`src/rtl/imem_loader_if.sv`:
```
// Byte-stream input and imem write port of the program loader.
interface imem_loader_if #(
  parameter int IW = 16,
  parameter int AW = 8
);
  logic [7:0]    in_data;
  logic          in_valid;
  logic          in_ready;
  logic          imem_we;
  logic [AW-1:0] imem_waddr;
  logic [IW-1:0] imem_wdata;

  modport master (
    output in_data, in_valid,
    input  in_ready, imem_we, imem_waddr, imem_wdata
  );

  modport slave (
    input  in_data, in_valid,
    output in_ready, imem_we, imem_waddr, imem_wdata
  );
endinterface

```
`src/rtl/imem_loader.sv`:
```
// Parses a length-prefixed, checksummed byte frame into imem words; each write lands 1 cycle after
// its last byte, in_ready is high only while a frame is being consumed, and the CPU is held until a good load.
module imem_loader #(
  parameter int IW = 16,
  parameter int AW = 8
) (
  input  logic         clk,
  input  logic         rst,
  input  logic         start,
  imem_loader_if.slave bus,
  output logic         cpu_hold,
  output logic         done,
  output logic         err
);
  localparam int BPW = (IW + 7) / 8;
  localparam int BIW = (BPW > 1) ? $clog2(BPW) : 1;
  localparam logic [16:0] CAP = 17'(1) << AW;

  typedef enum logic [2:0] {IDLE, LEN_LO, LEN_HI, DATA, CSUM, DONE, ERR} state_t;

  state_t           state_q, state_nxt;
  logic [7:0]       len_lo_q;
  logic [15:0]      len_q;
  logic [15:0]      word_cnt_q;
  logic [AW-1:0]    addr_q;
  logic [7:0]       csum_q;
  logic [BIW-1:0]   idx_q;
  logic [BPW*8-1:0] asm_q;
  logic [BPW*8-1:0] word_nxt;
  logic             we_q;
  logic [AW-1:0]    waddr_q;
  logic [IW-1:0]    wdata_q;

  logic        ready;
  logic        go;
  logic        take;
  logic        last_lane;
  logic        last_word;
  logic [15:0] len_full;

  assign len_full  = {bus.in_data, len_lo_q};
  assign last_lane = (idx_q == BIW'(BPW - 1));
  assign last_word = ((word_cnt_q + 16'd1) == len_q);
  assign take      = (state_q == DATA) && bus.in_valid;

  // Current byte dropped into its lane; earlier lanes of this word are already in asm_q.
  always_comb begin
    word_nxt = asm_q;
    for (int k = 0; k < BPW; k++) begin
      if (idx_q == BIW'(k)) word_nxt[k*8 +: 8] = bus.in_data;
    end
  end

  always_ff @(posedge clk) begin
    if (rst) state_q <= IDLE;
    else     state_q <= state_nxt;
  end

  always_comb begin
    state_nxt = state_q;
    ready     = 1'b0;
    go        = 1'b0;
    case (state_q)
      IDLE, DONE, ERR: begin
        if (start) begin
          state_nxt = LEN_LO;
          go        = 1'b1;
        end
      end
      LEN_LO: begin
        ready = 1'b1;
        if (bus.in_valid) state_nxt = LEN_HI;
      end
      LEN_HI: begin
        ready = 1'b1;
        if (bus.in_valid) begin
          if (len_full == 16'd0)             state_nxt = CSUM;
          else if ({1'b0, len_full} > CAP)   state_nxt = ERR;
          else                               state_nxt = DATA;
        end
      end
      DATA: begin
        ready = 1'b1;
        if (bus.in_valid && last_lane && last_word) state_nxt = CSUM;
      end
      CSUM: begin
        ready = 1'b1;
        if (bus.in_valid) state_nxt = (bus.in_data == csum_q) ? DONE : ERR;
      end
      default: state_nxt = IDLE;
    endcase
  end

  always_ff @(posedge clk) begin
    if (rst) begin
      len_lo_q   <= '0;
      len_q      <= '0;
      word_cnt_q <= '0;
      addr_q     <= '0;
      csum_q     <= '0;
      idx_q      <= '0;
      asm_q      <= '0;
      we_q       <= 1'b0;
      waddr_q    <= '0;
      wdata_q    <= '0;
    end else begin
      we_q <= 1'b0;
      if (go) begin
        word_cnt_q <= '0;
        addr_q     <= '0;
        csum_q     <= '0;
        idx_q      <= '0;
        asm_q      <= '0;
      end
      if (state_q == LEN_LO && bus.in_valid) len_lo_q <= bus.in_data;
      if (state_q == LEN_HI && bus.in_valid) len_q    <= len_full;
      if (take) begin
        csum_q <= csum_q + bus.in_data;
        asm_q  <= word_nxt;
        if (last_lane) begin
          idx_q      <= '0;
          we_q       <= 1'b1;
          waddr_q    <= addr_q;
          wdata_q    <= word_nxt[IW-1:0];
          addr_q     <= addr_q + AW'(1);
          word_cnt_q <= word_cnt_q + 16'd1;
        end else begin
          idx_q <= idx_q + BIW'(1);
        end
      end
    end
  end

  assign bus.in_ready   = ready;
  assign bus.imem_we    = we_q;
  assign bus.imem_waddr = waddr_q;
  assign bus.imem_wdata = wdata_q;
  assign done           = (state_q == DONE);
  assign err            = (state_q == ERR);
  assign cpu_hold       = (state_q != DONE);
endmodule

```
`src/flat_wrapper.sv`:
```
// flat-port wrapper written by rule: the top's interface ports become plain ports
module imem_loader_flat 
#(
  parameter int IW = 16,
  parameter int AW = 8
)
  (clk, rst, start, cpu_hold, done, err, bus_in_data, bus_in_valid, bus_in_ready, bus_imem_we, bus_imem_waddr, bus_imem_wdata);
  imem_loader_if #(.IW(IW), .AW(AW)) bus_i ();
  input  logic clk;
  input  logic rst;
  input  logic start;
  output logic cpu_hold;
  output logic done;
  output logic err;
  input wire logic [$bits(bus_i.in_data)-1:0] bus_in_data;
  input wire logic [$bits(bus_i.in_valid)-1:0] bus_in_valid;
  output wire logic [$bits(bus_i.in_ready)-1:0] bus_in_ready;
  output wire logic [$bits(bus_i.imem_we)-1:0] bus_imem_we;
  output wire logic [$bits(bus_i.imem_waddr)-1:0] bus_imem_waddr;
  output wire logic [$bits(bus_i.imem_wdata)-1:0] bus_imem_wdata;
  assign bus_i.in_data = bus_in_data;
  assign bus_i.in_valid = bus_in_valid;
  assign bus_in_ready = bus_i.in_ready;
  assign bus_imem_we = bus_i.imem_we;
  assign bus_imem_waddr = bus_i.imem_waddr;
  assign bus_imem_wdata = bus_i.imem_wdata;
  imem_loader #(.IW(IW), .AW(AW)) u_core (.clk(clk), .rst(rst), .start(start), .bus(bus_i), .cpu_hold(cpu_hold), .done(done), .err(err));
endmodule
```
`config.mk`:
```
export PLATFORM = sky130hd
export DESIGN_NAME = imem_loader_flat
export DESIGN_NICKNAME = d
export VERILOG_FILES = /design/src/rtl/imem_loader_if.sv /design/src/rtl/imem_loader.sv /design/src/flat_wrapper.sv
export SDC_FILE = /design/constraint.sdc
export NUM_CORES = 1
export LEC_CHECK = 0
export BUFFER_PORTS_ARGS = -buffer_cell sky130_fd_sc_hd__buf_4
export CORE_UTILIZATION = 64
export DETAILED_ROUTE_END_ITERATION = 16
export HOLD_SLACK_MARGIN = 0.06
export PLACE_DENSITY = 0.91
export SYNTH_ARGS = -nofsm -noshare
export SYNTH_HDL_FRONTEND = slang
export SYNTH_SLANG_ARGS = --single-unit
```
`constraint.sdc`:
```
create_clock -name clk -period 6 [get_ports clk]
set_input_delay 0.3 -clock clk [delete_from_list [all_inputs] [get_ports clk]]
set_output_delay 0.3 -clock clk [all_outputs]
set_load 0.01 [all_outputs]
```
==> qor.yml, run 1 <==
status: "complete, no violations"
io-pin-count: 41
hold_viol: 0
fin_setup_tns_ns: 0
cp_data_required_time_ns: 6.31
worst_slack_ns: 3.076
first_pass_iters: 5
vias_per_cell: 6.128
rows: 30
initialDrtViolationCount: 326
mostFrequentLayoutCell: "nand2_1"
syn_to_final_growth_pct: 10.42
synth_warnings: 0
cp.arrival_ns: 3.23
maxCapViolations: 0
synth_edf_count: 0
postCtsHoldBufs: 0
min_path_cells: 3
path_clk_slew_ns: 0.10
cts_tree: "built"
cts_resized: 0
grt_pass1_wl_um: 17620
reg2reg_depth: 6
die_h_um: 86.57
avgSynthCellArea_um2: 7.960
slew_headroom_pct: 19.24
critPathCaptureType: "register"
r2r_slack_ns: 3.08
synthesis.area_um2: 4577
slew_violations: 0
vdd_ir_drop_max_mv: 0.1759
setup_viol: 0
leakagePower_nw: 1.913
r2r-start: "u_core.state_q[2]"
p_clk_share_pct: 31.4
cts_setup_buffers: 0
clkLatencyLatePin_ns: 0.38
fin_skew_ns: 0.01204
synth_seq_area_share_pct: 40.68
place_ws_ns: 3.162
synth_top_flop_cell: "dfxtp_1"
antenna_found_initial: 0
cts_max_path_buffers: 2
fin_crit_sh_pct: 48.74
drive_gt1_share_pct: 11.51
power_frac_seq_pct: 48.8
async_flop_share_pct: 0
fillerInstances: 524
power.share.switching_pct: 32.19
antenna_cells: 0
worstHoldPathType: "input port to register"
grt.total_usage_pct: 30.22
most-common-layout-cells: "106 x nand2_1, 93 x dfxtp_1, 72 x a21oi_1"
start_util_pct: 66.63
synth_nets: 597
clk_root_buffer_cell: "clkbuf_8"
drc: 0
cp-endpoint: "u_core.word_cnt_q[14]"
ys_ff_latch: 93
combPwrFrac_pct: 19.8
synthCells: 575
critPathMaxFanout: 39
min_period_ns: 2.924
grt_max_degree: 81
grt_pass1_vias: 3768
core_um2: 6869
dp.final_hpwl_um: 7408
port-buffer-count: 40
cp-start-kind: "register"
fin_nets: 608
r2r_end: "u_core.word_cnt_q[14]"
clock-sinks: 93
cts_made_buffers: 9
p_int_uw: 950.0
p_per_area_nw_per_um2: 277.2
die-area_um2: 7494
switchingPower_uw: 451.0
gp_congestion: 1.006
worst_pin_slew_ns: 1.202
rsz0062_at_grt: "false"
crit_start: "u_core.state_q[2]"
criticalPathCategory: "register to register"
dieWidth_um: 86.57
dr_total_vias: 4210
fmax_ghz: 0.3420
drt_wl_total_um: 11070
h-tree-depth: 3
route.detailed.wl_per_inst_um: 16.11
synth_cell_type_count: 62
overflow: 0
ant_nets: 0
state kept, by name (all words and copies together) (netlist names):
register and cells:
u_core.asm_q 8, u_core.word_cnt_q 16, u_core.len_q 16, u_core.bus.imem_wdata 16, u_core.idx_q 1, u_core.bus.imem_we 1
u_core.state_q 3, u_core.len_lo_q 8, u_core.csum_q 8, u_core.bus.imem_waddr 8, u_core.addr_q 8
layout make-up:
| cell class | count | area, um^2 | share of cell area, % |
|---|---|---|---|
| multi-input combinational | 429 | 2512 | 49.72 |
| sequential | 93 | 1862 | 36.84 |
| timing repair buffer | 42 | 315.3 | 6.239 |
| clock buffer | 10 | 127.6 | 2.525 |
| tap | 96 | 120.1 | 2.377 |
| clock inverter | 6 | 75.07 | 1.486 |
| inverter | 11 | 41.29 | 0.8170 |
worst min-delay path by stage:
stage / start / end / slack [ns]
floorplan: u_core.asm_q[0] / u_core.bus.imem_wdata[0] / 0.43
global placement: u_core.asm_q[7] / u_core.bus.imem_wdata[7] / 0.44
detailed placement: u_core.bus.imem_wdata[0] / u_core.bus.imem_wdata[0] / 0.45
CTS: bus_in_data[5] / u_core.bus.imem_wdata[13] / 0.20
global route: bus_in_data[4] / u_core.len_q[12] / 0.21
finish: bus_in_data[5] / u_core.bus.imem_wdata[13] / 0.21
per-layer routing:
layer	global-route usage [%]	wire length, um
met1	38.60	4693
met3	7.238	793
met2	48.63	5298
met4	13.64	285
met5	0	0
cell families (layout without fill, tap and decap cells):
group	Yosys count	count (layout)	synth area share, %
flip-flops	93	93	40.68
buffers and inverters	53	69	4.565
AO/OA/AOI/OAI	137	137	17.93
AND/OR/NAND/NOR	233	233	24.14
XOR/XNOR	36	36	6.889
adder cells (fa/ha/maj)	11	11	3.117
multiplexers	12	12	2.679
stage by stage:
step                total power [mW]  hold slack, ns  utilization [%]  instance area, um^2  cells
finish                         1.401          0.2056            73.57                 5054    687
floorplan                     0.8947          0.4274                -                 4577    575
CTS                            1.394          0.2038            73.57                 5054    687
global placement              0.9569          0.4398            70.62                 4851    671
detailed placement            0.9690          0.4487            70.62                 4851    671
global route                   1.456          0.2138            73.57                 5054    687
synthesized netlist by cell type, drive strengths merged (3+ instances only):
master,count,area share [%]
nand2,106,8.7
dfxtp,93,41
a21oi,72,7.9
nor2,43,3.5
clkbuf,33,2.7
o21ai,26,2.8
xnor2,18,3.4
xor2,18,3.4
and3,15,2.1
nor3,15,1.6
nand4,13,2.1
inv,10,0.82
mux2i,10,2.2
nand3,10,1.2
buf,9,0.96
ha,9,2.5
a31oi,8,1.1
nor4,6,0.96
or3,6,0.82
a21o,5,0.82
and2,3,0.41
and4,3,0.57
o311ai,3,0.57
critical path: stages, from the launching register on:
cell and delay [ns]:
dfxtp_1 0.68, and4b_1 0.36, and2_1 0.21, buf_4 0.26
nor3_1 0.96, o21ai_0 0.24, o21ai_0 0.12
power groups by stage:
stage | Clock, mW | Combinational [mW] | Sequential (mW)
2_1_floorplan | 0 | 0.221 | 0.673
3_3_place_gp | 0 | 0.263 | 0.694
3_5_place_dp | 0 | 0.273 | 0.696
4_1_cts | 0.438 | 0.274 | 0.682
5_1_grt | 0.465 | 0.303 | 0.688
6_report | 0.440 | 0.278 | 0.684
(Power assumes the default switching activity.)
==> inputs of run 2 (changes only) <==
--- a/config.mk
+++ b/config.mk
@@ -6,10 +6,10 @@
 export NUM_CORES = 1
 export LEC_CHECK = 0
 export BUFFER_PORTS_ARGS = -buffer_cell sky130_fd_sc_hd__buf_4
-export CORE_UTILIZATION = 64
+export CORE_UTILIZATION = 59
 export DETAILED_ROUTE_END_ITERATION = 16
 export HOLD_SLACK_MARGIN = 0.06
-export PLACE_DENSITY = 0.91
+export PLACE_DENSITY = 0.85
 export SYNTH_ARGS = -nofsm -noshare
 export SYNTH_HDL_FRONTEND = slang
 export SYNTH_SLANG_ARGS = --single-unit
==> constraint.sdc (replaced) <==
create_clock -name clk -period 3 [get_ports clk]
set_input_delay 0.15 -clock clk [delete_from_list [all_inputs] [get_ports clk]]
set_output_delay 0.15 -clock clk [all_outputs]
set_load 0.01 [all_outputs]
==> qor.yml, run 2 (synthesis results as in run 1) <==
status: "complete, no violations"  # unchanged
rows: 31  # was 30
multi_input_comb_area_um2: 2512  # unchanged
met3_length_um: 770  # was 793 um
grt_pass1_vias: 3983  # was 3768
drive_gt1_share_pct: 12.79  # was 11.51%
die_h_um: 90.08  # was 86.57 um
regArea_um2: 1862  # unchanged
critPathMaxFanout: 6  # was 39
crit_chain: "dlygate4sd3_1 > buf_4 > ha_1 > or4_1 > o311ai_1 > nand2_1 > a311o_1 > a31o_1 > a21oi_1"  # was and4b_1 > and2_1 > buf_4 > nor3_1 > o21ai_0 > o21ai_0
fillerInstances: 592  # was 524
wl_met1_um: 4617  # was 4693 um
slew_violations: 0  # unchanged
min_period_ns: 2.669
antenna_found_initial: 0  # unchanged
fin_crit_sh_pct: 88.96
most-common-layout-cells: "106 x nand2_1, 93 x dfxtp_1, 72 x a21oi_1"  # unchanged
cp.arrival_ns: 2.96  # was 3.23 ns
gp_congestion: 0.9319  # was 1.006
initialDrtViolationCount: 352  # was 326
cp_data_required_time_ns: 3.29  # was 6.31 ns
h-tree-depth: 3  # unchanged
hold_viol: 0  # unchanged
slowest_delay_ns: 0.55  # was 0.96 ns
fin_skew_ns: 0.01672  # was 0.01204 ns
leakagePower_nw: 1.974  # was 1.913 nW
holdWs_ns: 0.08448  # was 0.2056 ns
cts_made_buffers: 9  # unchanged
vias_per_cell: 5.983  # was 6.128
dieWidth_um: 90.08  # was 86.57 um
criticalPathCategory: "input port to register"  # was register to register
critPathCaptureType: "register"  # unchanged
fin_nets: 619  # was 608
slew_headroom_pct: 16.51  # was 19.24%
clk_root_buffer_cell: "clkbuf_8"  # unchanged
highest_layer: "met4"  # unchanged
wl_met2_um: 5221  # was 5298 um
grt_max_degree: 60  # was 81
die-area_um2: 8114  # was 7494 um^2
clock-sinks: 93  # unchanged
drt_wl_total_um: 10830  # was 11070 um
route.detailed.wl_per_inst_um: 15.45  # was 16.11 um
critical-path-top-delay-family: "compound AO/OA/AOI/OAI gates"  # was simple AND/OR/NAND/NOR gates
drc: 0  # unchanged
grt.total_usage_pct: 28.10  # was 30.22%
dr_total_vias: 4194  # was 4210
dp.final_hpwl_um: 7582  # was 7408 um
start_util_pct: 62.11  # was 66.63%
grt_pass1_wl_um: 18490  # was 17620 um
fin_setup_tns_ns: 0  # unchanged
antenna_cells: 0  # unchanged
rsz0062_at_grt: "false"  # unchanged
io-pin-count: 41  # unchanged
setup_viol: 0  # unchanged
ant_nets: 0  # unchanged
p_per_area_nw_per_um2: 550.7  # was 277.2 nW/um^2
slowest_stage: "or4_1"  # was nor3_1
worstHoldPathType: "input port to register"  # unchanged
clkLatencyLatePin_ns: 0.37  # was 0.38 ns
overflow: 0  # unchanged
cts_tree: "built"  # unchanged
first_pass_iters: 4  # was 5
cts_resized: 0  # unchanged
maxCapViolations: 0  # unchanged
cp.buffers_inverters: 2  # was 1
cts_max_path_buffers: 2  # unchanged
cp-start-kind: "input port"  # was register
fmax_ghz: 0.3747
path_clk_slew_ns: 0.10  # about the same
worst_pin_slew_ns: 1.243  # was 1.202 ns
vdd_ir_drop_max_mv: 0.3595  # was 0.1759 mV
core_um2: 7370  # was 6869 um^2
mostFrequentLayoutCell: "nand2_1"  # unchanged
syn_to_final_growth_pct: 12.77  # was 10.42%
total_power_mw: 2.842  # was 1.401 mW
port-buffer-count: 40  # unchanged
run 2: final timing paths:
check / start / to / slack (ns) / depth (start not counted)
max: bus_in_data[4] / u_core.state_q[0] / 0.33 / 9
min: bus_in_data[2] / u_core.len_q[10] / 0.08 / 3
max reg2reg: u_core.state_q[2] / u_core.word_cnt_q[14] / 0.40 / 6
min reg2reg: u_core.bus.imem_waddr[1] / u_core.bus.imem_waddr[1] / 0.46 / 2
run 2: layout make-up:
cell class,count,share of cell area (%)
sequential,93,36.07
clock buffer,9,2.400
timing repair buffer,53,7.855
inverter,11,0.8000
multi-input combinational,429,48.68
tap,99,2.400
clock inverter,7,1.794
run 2: metrics by stage:
stage | area (um^2) | std cells | setup WS [ns] | util [%]
after floorplan | 4577 | 575 | 0.7453 | -
after global placement | 4915 | 682 | 0.5403 | 66.69
after detailed placement | 4915 | 682 | 0.3723 | 66.69
after CTS | 5161 | 701 | 0.3327 | 70.03
after global routing | 5161 | 701 | 0.1824 | 70.03
final | 5161 | 701 | 0.3311 | 70.03
run 2: tightest hold or removal path, stage by stage:
cell and delay [ns]:
buf_4 0.15, nand2_1 0.06, a21oi_1 0.05
run 2: what timing repair did:
item	4_1_cts	5_1_grt
setup buffers	0	0
hold endpoints to repair	6	0
hold buffers	3	0
run 2: report_power, final:
group / switching, mW / total (mW) / internal, mW / leakage (nW)
Sequential: 0.0598 / 1.35 / 1.29 / 0.750
Clock: 0.484 / 0.892 / 0.408 / 0.108
Combinational: 0.367 / 0.601 / 0.234 / 1.12
run 2: layer usage:
layer	global-route usage, %	up-vias
li1	-	2044
met1	35.26	1957
met2	46.69	169
met3	6.768	24
met4	10.62	0
met5	0	-
